--- src/rtl/int_closest_hit.sv ---
// Closest-hit reduction stage: qualifies per-triangle results against t_max,
// keeps the nearest hit of each ray's contiguous beats and queues one result
// per ray in an output FIFO with an early stall request to the issue logic.
module int_closest_hit #(
  parameter int unsigned RAYID_W      = 9,
  parameter int unsigned TRIID_W      = 16,
  parameter int unsigned FIFO_DEPTH   = 8,
  parameter int unsigned STALL_MARGIN = 4
) (
  input  logic               clk,
  input  logic               rst,
  input  logic               in_valid,
  input  logic               in_hit,
  input  logic [31:0]        in_t,
  input  logic [63:0]        in_uv,
  input  logic [TRIID_W-1:0] in_tri_id,
  input  logic [RAYID_W-1:0] in_ray_id,
  input  logic [31:0]        in_t_max,
  input  logic               in_last,
  output logic               out_valid,
  input  logic               out_ready,
  output logic [RAYID_W-1:0] out_ray_id,
  output logic               out_hit,
  output logic [31:0]        out_t,
  output logic [63:0]        out_uv,
  output logic [TRIID_W-1:0] out_tri_id,
  output logic               stall_req,
  output logic               err_seq,
  output logic               err_ovf
);

  localparam int unsigned AW = $clog2(FIFO_DEPTH);
  localparam int unsigned CW = AW + 1;
  // Occupancy at which free entries drop to STALL_MARGIN or below.
  localparam int unsigned StallLevel =
      (FIFO_DEPTH > STALL_MARGIN) ? (FIFO_DEPTH - STALL_MARGIN) : 0;

  localparam logic [0:0] StIdle  = 1'b0;
  localparam logic [0:0] StAccum = 1'b1;

  logic [0:0]         state_q, state_d;
  logic [RAYID_W-1:0] open_ray_q, open_ray_d;
  logic               best_hit_q, best_hit_d;
  logic [31:0]        best_t_q, best_t_d;
  logic [63:0]        best_uv_q, best_uv_d;
  logic [TRIID_W-1:0] best_tri_q, best_tri_d;
  logic               err_seq_q, err_seq_d;
  logic               err_ovf_q;

  logic               cand, better;
  logic               push;
  logic [RAYID_W-1:0] push_ray;
  logic               push_hit;
  logic [31:0]        push_t;
  logic [63:0]        push_uv;
  logic [TRIID_W-1:0] push_tri;

  // t_max is always positive, so its sign bit carries no information.
  logic unused_tmax_sign;
  assign unused_tmax_sign = in_t_max[31];

  // Positive floats order like their magnitude bits, so an integer compare suffices.
  assign cand   = in_valid & in_hit & ~in_t[31] & (in_t[30:0] < in_t_max[30:0]);
  // Strict less-than keeps the earlier triangle on a tie.
  assign better = cand & (~best_hit_q | (in_t[30:0] < best_t_q[30:0]));

  // Accumulator next state and the result to emit this cycle.
  always_comb begin
    state_d    = state_q;
    open_ray_d = open_ray_q;
    best_hit_d = best_hit_q;
    best_t_d   = best_t_q;
    best_uv_d  = best_uv_q;
    best_tri_d = best_tri_q;
    err_seq_d  = err_seq_q;
    push       = 1'b0;
    push_ray   = open_ray_q;
    push_hit   = best_hit_q;
    push_t     = best_t_q;
    push_uv    = best_uv_q;
    push_tri   = best_tri_q;
    if (in_valid) begin
      if ((state_q == StAccum) && (in_ray_id == open_ray_q)) begin
        if (better) begin
          best_hit_d = 1'b1;
          best_t_d   = in_t;
          best_uv_d  = in_uv;
          best_tri_d = in_tri_id;
        end
        if (in_last) begin
          state_d = StIdle;
          push    = 1'b1;
        end
      end else begin
        // Ray changed without a last beat: flush the open ray as-is.
        if (state_q == StAccum) begin
          err_seq_d = 1'b1;
          push      = 1'b1;
        end
        open_ray_d = in_ray_id;
        best_hit_d = cand;
        best_t_d   = cand ? in_t      : '0;
        best_uv_d  = cand ? in_uv     : '0;
        best_tri_d = cand ? in_tri_id : '0;
        // A closing first beat wins the single write port over a stale flush.
        if (in_last) begin
          state_d = StIdle;
          push    = 1'b1;
        end else begin
          state_d = StAccum;
        end
      end
      if (push && (state_d == StIdle)) begin
        push_ray = in_ray_id;
        push_hit = best_hit_d;
        push_t   = best_t_d;
        push_uv  = best_uv_d;
        push_tri = best_tri_d;
      end
    end
  end

  // Accumulator and sequence-error state.
  always_ff @(posedge clk or negedge rst) begin
    if (!rst) begin
      state_q    <= StIdle;
      open_ray_q <= '0;
      best_hit_q <= 1'b0;
      best_t_q   <= '0;
      best_uv_q  <= '0;
      best_tri_q <= '0;
      err_seq_q  <= 1'b0;
    end else begin
      state_q    <= state_d;
      open_ray_q <= open_ray_d;
      best_hit_q <= best_hit_d;
      best_t_q   <= best_t_d;
      best_uv_q  <= best_uv_d;
      best_tri_q <= best_tri_d;
      err_seq_q  <= err_seq_d;
    end
  end

  logic [RAYID_W-1:0] mem_ray [FIFO_DEPTH];
  logic               mem_hit [FIFO_DEPTH];
  logic [31:0]        mem_t   [FIFO_DEPTH];
  logic [63:0]        mem_uv  [FIFO_DEPTH];
  logic [TRIID_W-1:0] mem_tri [FIFO_DEPTH];
  logic [AW-1:0]      wr_ptr_q, rd_ptr_q;
  logic [CW-1:0]      count_q, count_d;
  logic               out_valid_q, stall_q;
  logic               full, do_pop, do_push;

  assign full    = (count_q == CW'(FIFO_DEPTH));
  assign do_pop  = out_valid_q & out_ready;
  // A pop in the same cycle frees the slot, so a full FIFO still accepts.
  assign do_push = push & (~full | do_pop);
  assign count_d = count_q + CW'(do_push) - CW'(do_pop);

  // FIFO storage, pointers, occupancy and registered status flags.
  always_ff @(posedge clk or negedge rst) begin
    if (!rst) begin
      for (int i = 0; i < FIFO_DEPTH; i++) begin
        mem_ray[i] <= '0;
        mem_hit[i] <= 1'b0;
        mem_t[i]   <= '0;
        mem_uv[i]  <= '0;
        mem_tri[i] <= '0;
      end
      wr_ptr_q    <= '0;
      rd_ptr_q    <= '0;
      count_q     <= '0;
      out_valid_q <= 1'b0;
      stall_q     <= 1'b0;
      err_ovf_q   <= 1'b0;
    end else begin
      if (do_push) begin
        mem_ray[wr_ptr_q] <= push_ray;
        mem_hit[wr_ptr_q] <= push_hit;
        mem_t[wr_ptr_q]   <= push_t;
        mem_uv[wr_ptr_q]  <= push_uv;
        mem_tri[wr_ptr_q] <= push_tri;
        wr_ptr_q          <= wr_ptr_q + 1'b1;
      end
      if (do_pop) begin
        rd_ptr_q <= rd_ptr_q + 1'b1;
      end
      if (push && !do_push) begin
        err_ovf_q <= 1'b1;
      end
      count_q     <= count_d;
      out_valid_q <= (count_d != '0);
      stall_q     <= (32'(count_d) >= StallLevel);
    end
  end

  assign out_valid  = out_valid_q;
  assign out_ray_id = mem_ray[rd_ptr_q];
  assign out_hit    = mem_hit[rd_ptr_q];
  assign out_t      = mem_t[rd_ptr_q];
  assign out_uv     = mem_uv[rd_ptr_q];
  assign out_tri_id = mem_tri[rd_ptr_q];
  assign stall_req  = stall_q;
  assign err_seq    = err_seq_q;
  assign err_ovf    = err_ovf_q;

endmodule
--- config.mk ---
export PLATFORM = sky130hd
export DESIGN_NAME = int_closest_hit
export DESIGN_NICKNAME = d
export VERILOG_FILES = /design/src/rtl/int_closest_hit.sv
export SDC_FILE = /design/constraint.sdc
export NUM_CORES = 2
export LEC_CHECK = 0
export BUFFER_PORTS_ARGS = -buffer_cell sky130_fd_sc_hd__buf_2
export CAP_MARGIN = 0
export CORE_MARGIN = 5
export CORE_UTILIZATION = 60
export DETAILED_ROUTE_END_ITERATION = 12
export GPL_TIMING_DRIVEN = 0
export PLACE_DENSITY_LB_ADDON = 0.15
export SLEW_MARGIN = 15
export SYNTH_ARGS = -nofsm -noshare
export SYNTH_HDL_FRONTEND = slang
export SYNTH_SLANG_ARGS = --single-unit
--- constraint.sdc ---
create_clock -name clk -period 4.2 [get_ports clk]
set_clock_uncertainty 0.15 [all_clocks]
set_input_delay 1.05 -clock clk [delete_from_list [all_inputs] [get_ports clk]]
set_output_delay 1.05 -clock clk [all_outputs]
set_load 0.02 [all_outputs]
=== After elaboration in Yosys (flattened, before gate mapping) ===
Cells that the tools add are included.

* Add/subtract/negate cells: 4
* Magnitude comparators: 6
* Equal/unequal tests: 2
* Muxes and demuxes: 61
* Bitwise logic cells: 15
* Reduce and logical (&&, ||, !) cells: 8

{| class="wikitable"
|+ Operators by type and width
! cell !! count
|-
| $bwmux W512 || 1
|-
| $mux W64 || 8
|-
| $bwmux W256 || 1
|-
| $mux W32 || 8
|-
| $bmux W64 S3 || 1
|-
| $demux W64 S3 || 1
|-
| $bwmux W128 || 1
|-
| $mux W16 || 8
|-
| $bmux W32 S3 || 1
|-
| $demux W32 S3 || 1
|-
| $bwmux W72 || 1
|-
| $lt A31 B31 Y1 || 2
|-
| $bmux W16 S3 || 1
|-
| $demux W16 S3 || 1
|-
| $mux W9 || 5
|-
| $bmux W9 S3 || 1
|-
| $demux W9 S3 || 1
|-
| $mux W1 || 17
|-
| $eq A9 B9 Y1 || 1
|-
| $bwmux W8 || 1
|-
| $ge A4 B4 Y1 const B || 2
|-
| $not A3 Y4 || 2
|-
| $add A3 B1 Y3 const B || 2
|-
| $and A1 B1 Y1 || 6
|-
| other kinds (14) || 22
|}

* Register bits after elaboration: 1,113
* Bits of input ports: 159
* Output and inout port bits: 126

=== Depth between registers and ports, before layout ===
* Depth in word-level cells: 9
* Gate-level depth with buffers: 12
* Gate-level depth less buffers: 12

=== Least setup slack after synthesis ===
OpenSTA, ideal clock, no wires.

* Path type: input-to-reg
* Start: input port in_ray_id[4]
* End: register out_valid_q, in the netlist out_valid
* Arrival: 3,594 ps
* Required time: 3,919 ps
* Slack: 325 ps
* Stages: 11
* Cell sequence: xor2_1 -> nor4_1 -> a31oi_1 -> o211ai_1 -> buf_2 -> o21ai_0 -> ha_1 -> fa_1 -> xor2_1 -> or2_2 -> or3_1

* Cells in the longest elaborated chain, start to end: 9

{| class="wikitable"
|+ Ends and longest elaborated chain
! element !! RTL line !! source
|-
| start, declared || 17 || <nowiki>input logic [RAYID_W-1:0] in_ray_id,</nowiki>
|-
| $eq A9 B9 Y1 || 83 || <nowiki>if ((state_q == StAccum) && (in_ray_id == open_ray_q)) begin</nowiki>
|-
| $logic_and A1 B1 Y1 || 83 ||
|-
| $mux W1 || 83 ||
|-
| $mux W1 (2 in series) || 82 || <nowiki>if (in_valid) begin</nowiki>
|-
| $and A1 B1 Y1 || 157 || <nowiki>assign do_push = push & (~full | do_pop);</nowiki>
|-
| $add A4 B1 Y4 || 158 || <nowiki>assign count_d = count_q + CW'(do_push) - CW'(do_pop);</nowiki>
|-
| $sub A4 B1 Y4 || 158 ||
|-
| named net count_d[2] || 150 || <nowiki>logic [CW-1:0] count_q, count_d;</nowiki>
|-
| $reduce_bool A4 Y1 || 192 || <nowiki>out_valid_q <= (count_d != '0);</nowiki>
|-
| end signal, assigned || 192 ||
|-
| end, declared || 151 || <nowiki>logic out_valid_q, stall_q;</nowiki>
|}

The timed path passes the listed nets, and every way through them passes these cells. The select of a mux whose other input is x is not followed.
A chain may end at the register's enable or synchronous reset.

=== Final worst setup path ===
* Start: input port in_t_max[16]
* End: register best_uv_q[59]

* Cells in the longest elaborated chain, start to end: 5
* Elaborated cells on any way between the ends: 6

{| class="wikitable"
|+ Ends and longest elaborated chain
! element !! RTL line !! source
|-
| start, declared || 18 || <nowiki>input logic [31:0] in_t_max,</nowiki>
|-
| $lt A31 B31 Y1 (*) || 63 || <nowiki>assign cand = in_valid & in_hit & ~in_t[31] & (in_t[30:0] < in_t_max[30:0]);</nowiki>
|-
| $and A1 B1 Y1 (*) || 63 ||
|-
| $and A1 B1 Y1 || 65 || <nowiki>assign better = cand & (~best_hit_q | (in_t[30:0] < best_t_q[30:0]));</nowiki>
|-
| $mux W64 || 84 || <nowiki>if (better) begin</nowiki>
|-
| $mux W64 (*) || 83 ||
|-
| end signal, assigned || 138 || <nowiki>best_uv_q <= best_uv_d;</nowiki>
|-
| end, declared || 45 || <nowiki>logic [63:0] best_uv_q, best_uv_d;</nowiki>
|}

Every way passes the cells marked *; elsewhere a longest branch is shown, timed or not.

==> results_dict.tcl <==
set metrics [dict create \
    grt_pass1_wl_um 250000 \
    initial_utilization_pct 60.3 \
    fin_tns_setup_ns -0.138 \
    mostFrequentLayoutCells "dfrtp_1, a21oi_1, nor2_1" \
    cp-endpoint "best_uv_q[59]$_DFFE_PN0P_" \
    grt_max_degree 144 \
    finalCritPeriodShare_pct 101 \
    synth_flop_cell "dfrtp_1" \
    ir_drop_v 0.000579 \
    synth_warnings 0 \
    worst_path_most_repeated_cell "buf_2" \
    final_common_cell "dfrtp_1" \
    rr_endpoint "mem_uv[55]$_DFFE_PN0P_" \
    io_pins 285 \
    slowest_delay_ns 0.62 \
    grt_usage_pct 36.0 \
    drt_iter0_markers 4732 \
    worstRegToRegCells 9 \
    syn_nets 4790 \
    placed_cells 5998 \
    die_area_mm2 0.0916 \
    cts_num_sinks 1113 \
    layout-drive-gt1-share_pct 22.1 \
    cp_cell_sequence "buf_2, inv_1, ha_1, a21o_1, a21o_1, a21oi_1, o221ai_1, a21oi_1, and2_1, buf_2, buf_2, a22o_1" \
    worstSetupStartpointType "primary input" \
    required_ns 4.67 \
    ff2ff_setup_slack_ns 0.09 \
    syn-mean-instance-area_um2 11.3 \
    dr.pass1.iters 8 \
    synth_cell_type_count 49 \
    routed_wl_um 166000 \
    cpMaxStageDelayCell "buf_2" \
    worst_pin_slew_ns 1.01 \
    vias_per_cell 6.52 \
    cp_num_cells 12 \
    place_hpwl_um 112000 \
    drc 0 \
    syn_area_mm2 0.0514 \
    synth_cells 4564 \
    fmax_mhz 236 \
    max-slew-margin-rel_pct 32.7 \
    leakagePower_nw 25.1 \
    cts_buffer_depth 3 \
    cap_violations 0 \
    status "finished, violations left" \
    seq_area_mm2 0.0279 \
    crit_path_max_fanout 11 \
    grt_pass1_vias 40878 \
    postCtsHoldBufs 0 \
    path_buf_inv 4 \
    hold_viol 0 \
    multi_input_area_mm2 0.0217 \
    cts-buffers-inserted 114 \
    instances_no_fill 6218 \
    finalCriticalPeriod_ns 4.23 \
    worstSetupEndpointType "flop" \
    grt_overflow 0 \
    arrival_ns 4.70 \
    synth_seq_cells 1113 \
    setup_viol 10 \
    cts_tree "yes" \
    crit_family "compound AO/OA/AOI/OAI gates" \
    timing.rr.start "open_ray_q[8]$_DFFE_PN0P_" \
    rsz0062_at_grt "yes" \
    slew_violations 0 \
    wire_per_inst_um 26.6 \
    powerDensity_mw_per_mm2 855 \
    fin_ws_ns -0.0315 \
    ys_async_sr_fraction_pct 100 \
    clk_latency_ns 0.70 \
    path_clk_slew_ns 0.06 \
    cts_root_buffer "clkbuf_16" \
    startpoint "in_t_max[16]" \
    place_congestion 0.905 \
    fillers 6267 \
    antenna_found_initial 11 \
    seq_area_frac_synth_pct 54.2 \
    core_area_mm2 0.0851 \
    postRouteAntennaNets 0 \
    htreeDepth 3 \
    layout.nets 5203 \
    crit_type "in -> reg" \
    rows 107 \
    numPortBuffers 281 \
    die_w_um 303 \
    violations "setup timing" \
    min_path_type "in -> async" \
    die_y_um 303 \
    vias 40552 \
    synth-edff-count 0 \
    syn_to_final_growth_pct 14.2 \
]
[sequential cells by signal, indices dropped and copies added (netlist names)]
register    count
mem_uv        512
mem_t         256
mem_tri       128
mem_ray        72
best_uv_q      64
best_t_q       32
best_tri_q     16
open_ray_q      9
mem_hit         8
count_q         4
rd_ptr_q        3
wr_ptr_q        3
best_hit_q      1
err_ovf         1
err_seq         1
out_valid       1
stall_req       1
state_q         1
[cells by family after synthesis]
logic type | after synthesis | synth area share [%]
AO/OA/AOI/OAI | 1367 | 17.6
AND/OR/NAND/NOR | 1156 | 8.71
adder cells (fa/ha/maj) | 67 | 1.65
XOR/XNOR | 15 | 0.256
buffers and inverters | 453 | 3.67
multiplexers | 393 | 13.9
flip-flops | 1113 | 54.2
[cell usage after synthesis, types with 3 or more instances]
library cell / number / share of area (%)
xor2_1: 10 / 0.17
clkbuf_1: 249 / 1.8
a21oi_1: 992 / 9.7
and2_1: 3 / 0.037
a31oi_4: 80 / 3.3
xnor2_1: 5 / 0.085
dfrtp_1: 1113 / 54
mux2_2: 131 / 2.9
nor3_1: 4 / 0.039
nor2_1: 980 / 7.2
a31oi_2: 31 / 0.75
nand3_1: 9 / 0.088
a22o_1: 111 / 1.9
ha_1: 66 / 1.6
buf_4: 10 / 0.15
mux2i_1: 18 / 0.35
a31oi_1: 112 / 1.4
buf_2: 54 / 0.53
nor3_2: 6 / 0.12
nand4_1: 4 / 0.049
nor2b_1: 3 / 0.037
buf_6: 11 / 0.24
a211oi_1: 3 / 0.044
inv_1: 74 / 0.54
a21o_1: 12 / 0.18
a221o_1: 3 / 0.058
buf_1: 55 / 0.40
nand2_1: 137 / 1.0
o21ai_0: 10 / 0.097
mux4_2: 244 / 11
[per-stage QoR]
step	setup WS, ns	hold WS (ns)	utilization, %	area [um^2]	power, mW
3_5_place_dp	-1.25	0.295	64.0	54500	39.2
4_1_cts	0.00744	0.120	68.8	58600	49.9
5_1_grt	-0.00226	0.132	68.9	58600	52.6
3_3_place_gp	-22.28	0.290	63.7	54200	38.4
6_report	-0.0315	0.103	68.9	58700	50.2
2_1_floorplan	0.325	0.298	-	51400	32.3
[power by group]
group          internal [mW]  total (mW)  switching (mW)
sequential              15.7        18.4            2.65
clock                   6.04        10.5            4.43
combinational           9.35        21.3            12.0
total                   31.1        50.2            19.1
[cell type report]
type,count,area share (%)
tap,1144,2.44
timing repair buffer,299,2.98
clock inverter,43,0.983
multi-input combinational,2998,37.0
sequential,1113,47.5
buffer,377,3.07
antenna,11,0.0469
clock buffer,159,5.51
inverter,74,0.473
[routing by layer]
metal,share of wire (%),track usage (%),vias up
met4,5.3,17.1,10
li1,-,-,17086
met5,0.037,0,-
met1,38,49.3,20634
met2,46,54.6,2355
met3,11,9.72,467
[worst min path at each step]
| stage | start | to | slack [ns] | cells after the start |
|---|---|---|---|---|
| global placement | err_seq$_DFFE_PN0P_ | err_seq$_DFFE_PN0P_ | 0.29 | 1 |
| finish | rst | best_tri_q[6]$_DFFE_PN0P_ | 0.10 | 1 |
| floorplan | best_t_q[31]$_DFFE_PN0P_ | best_t_q[31]$_DFFE_PN0P_ | 0.30 | 1 |
| global route | rst | mem_tri[6]$_DFFE_PN0P_ | 0.13 | 1 |
| detailed placement | err_seq$_DFFE_PN0P_ | err_seq$_DFFE_PN0P_ | 0.29 | 1 |
| CTS | rst | mem_tri[51]$_DFFE_PN0P_ | 0.12 | 1 |
[what timing repair did]
| item | in CTS | in global routing |
|---|---|---|
| gates resized for setup | 141 | 28 |
| endpoints found under the setup margin | 977 | 88 |
| setup buffers | 9 | 0 |
| pin swaps | 2 | 0 |
Note: power is estimated with default switching activity, not from simulation.
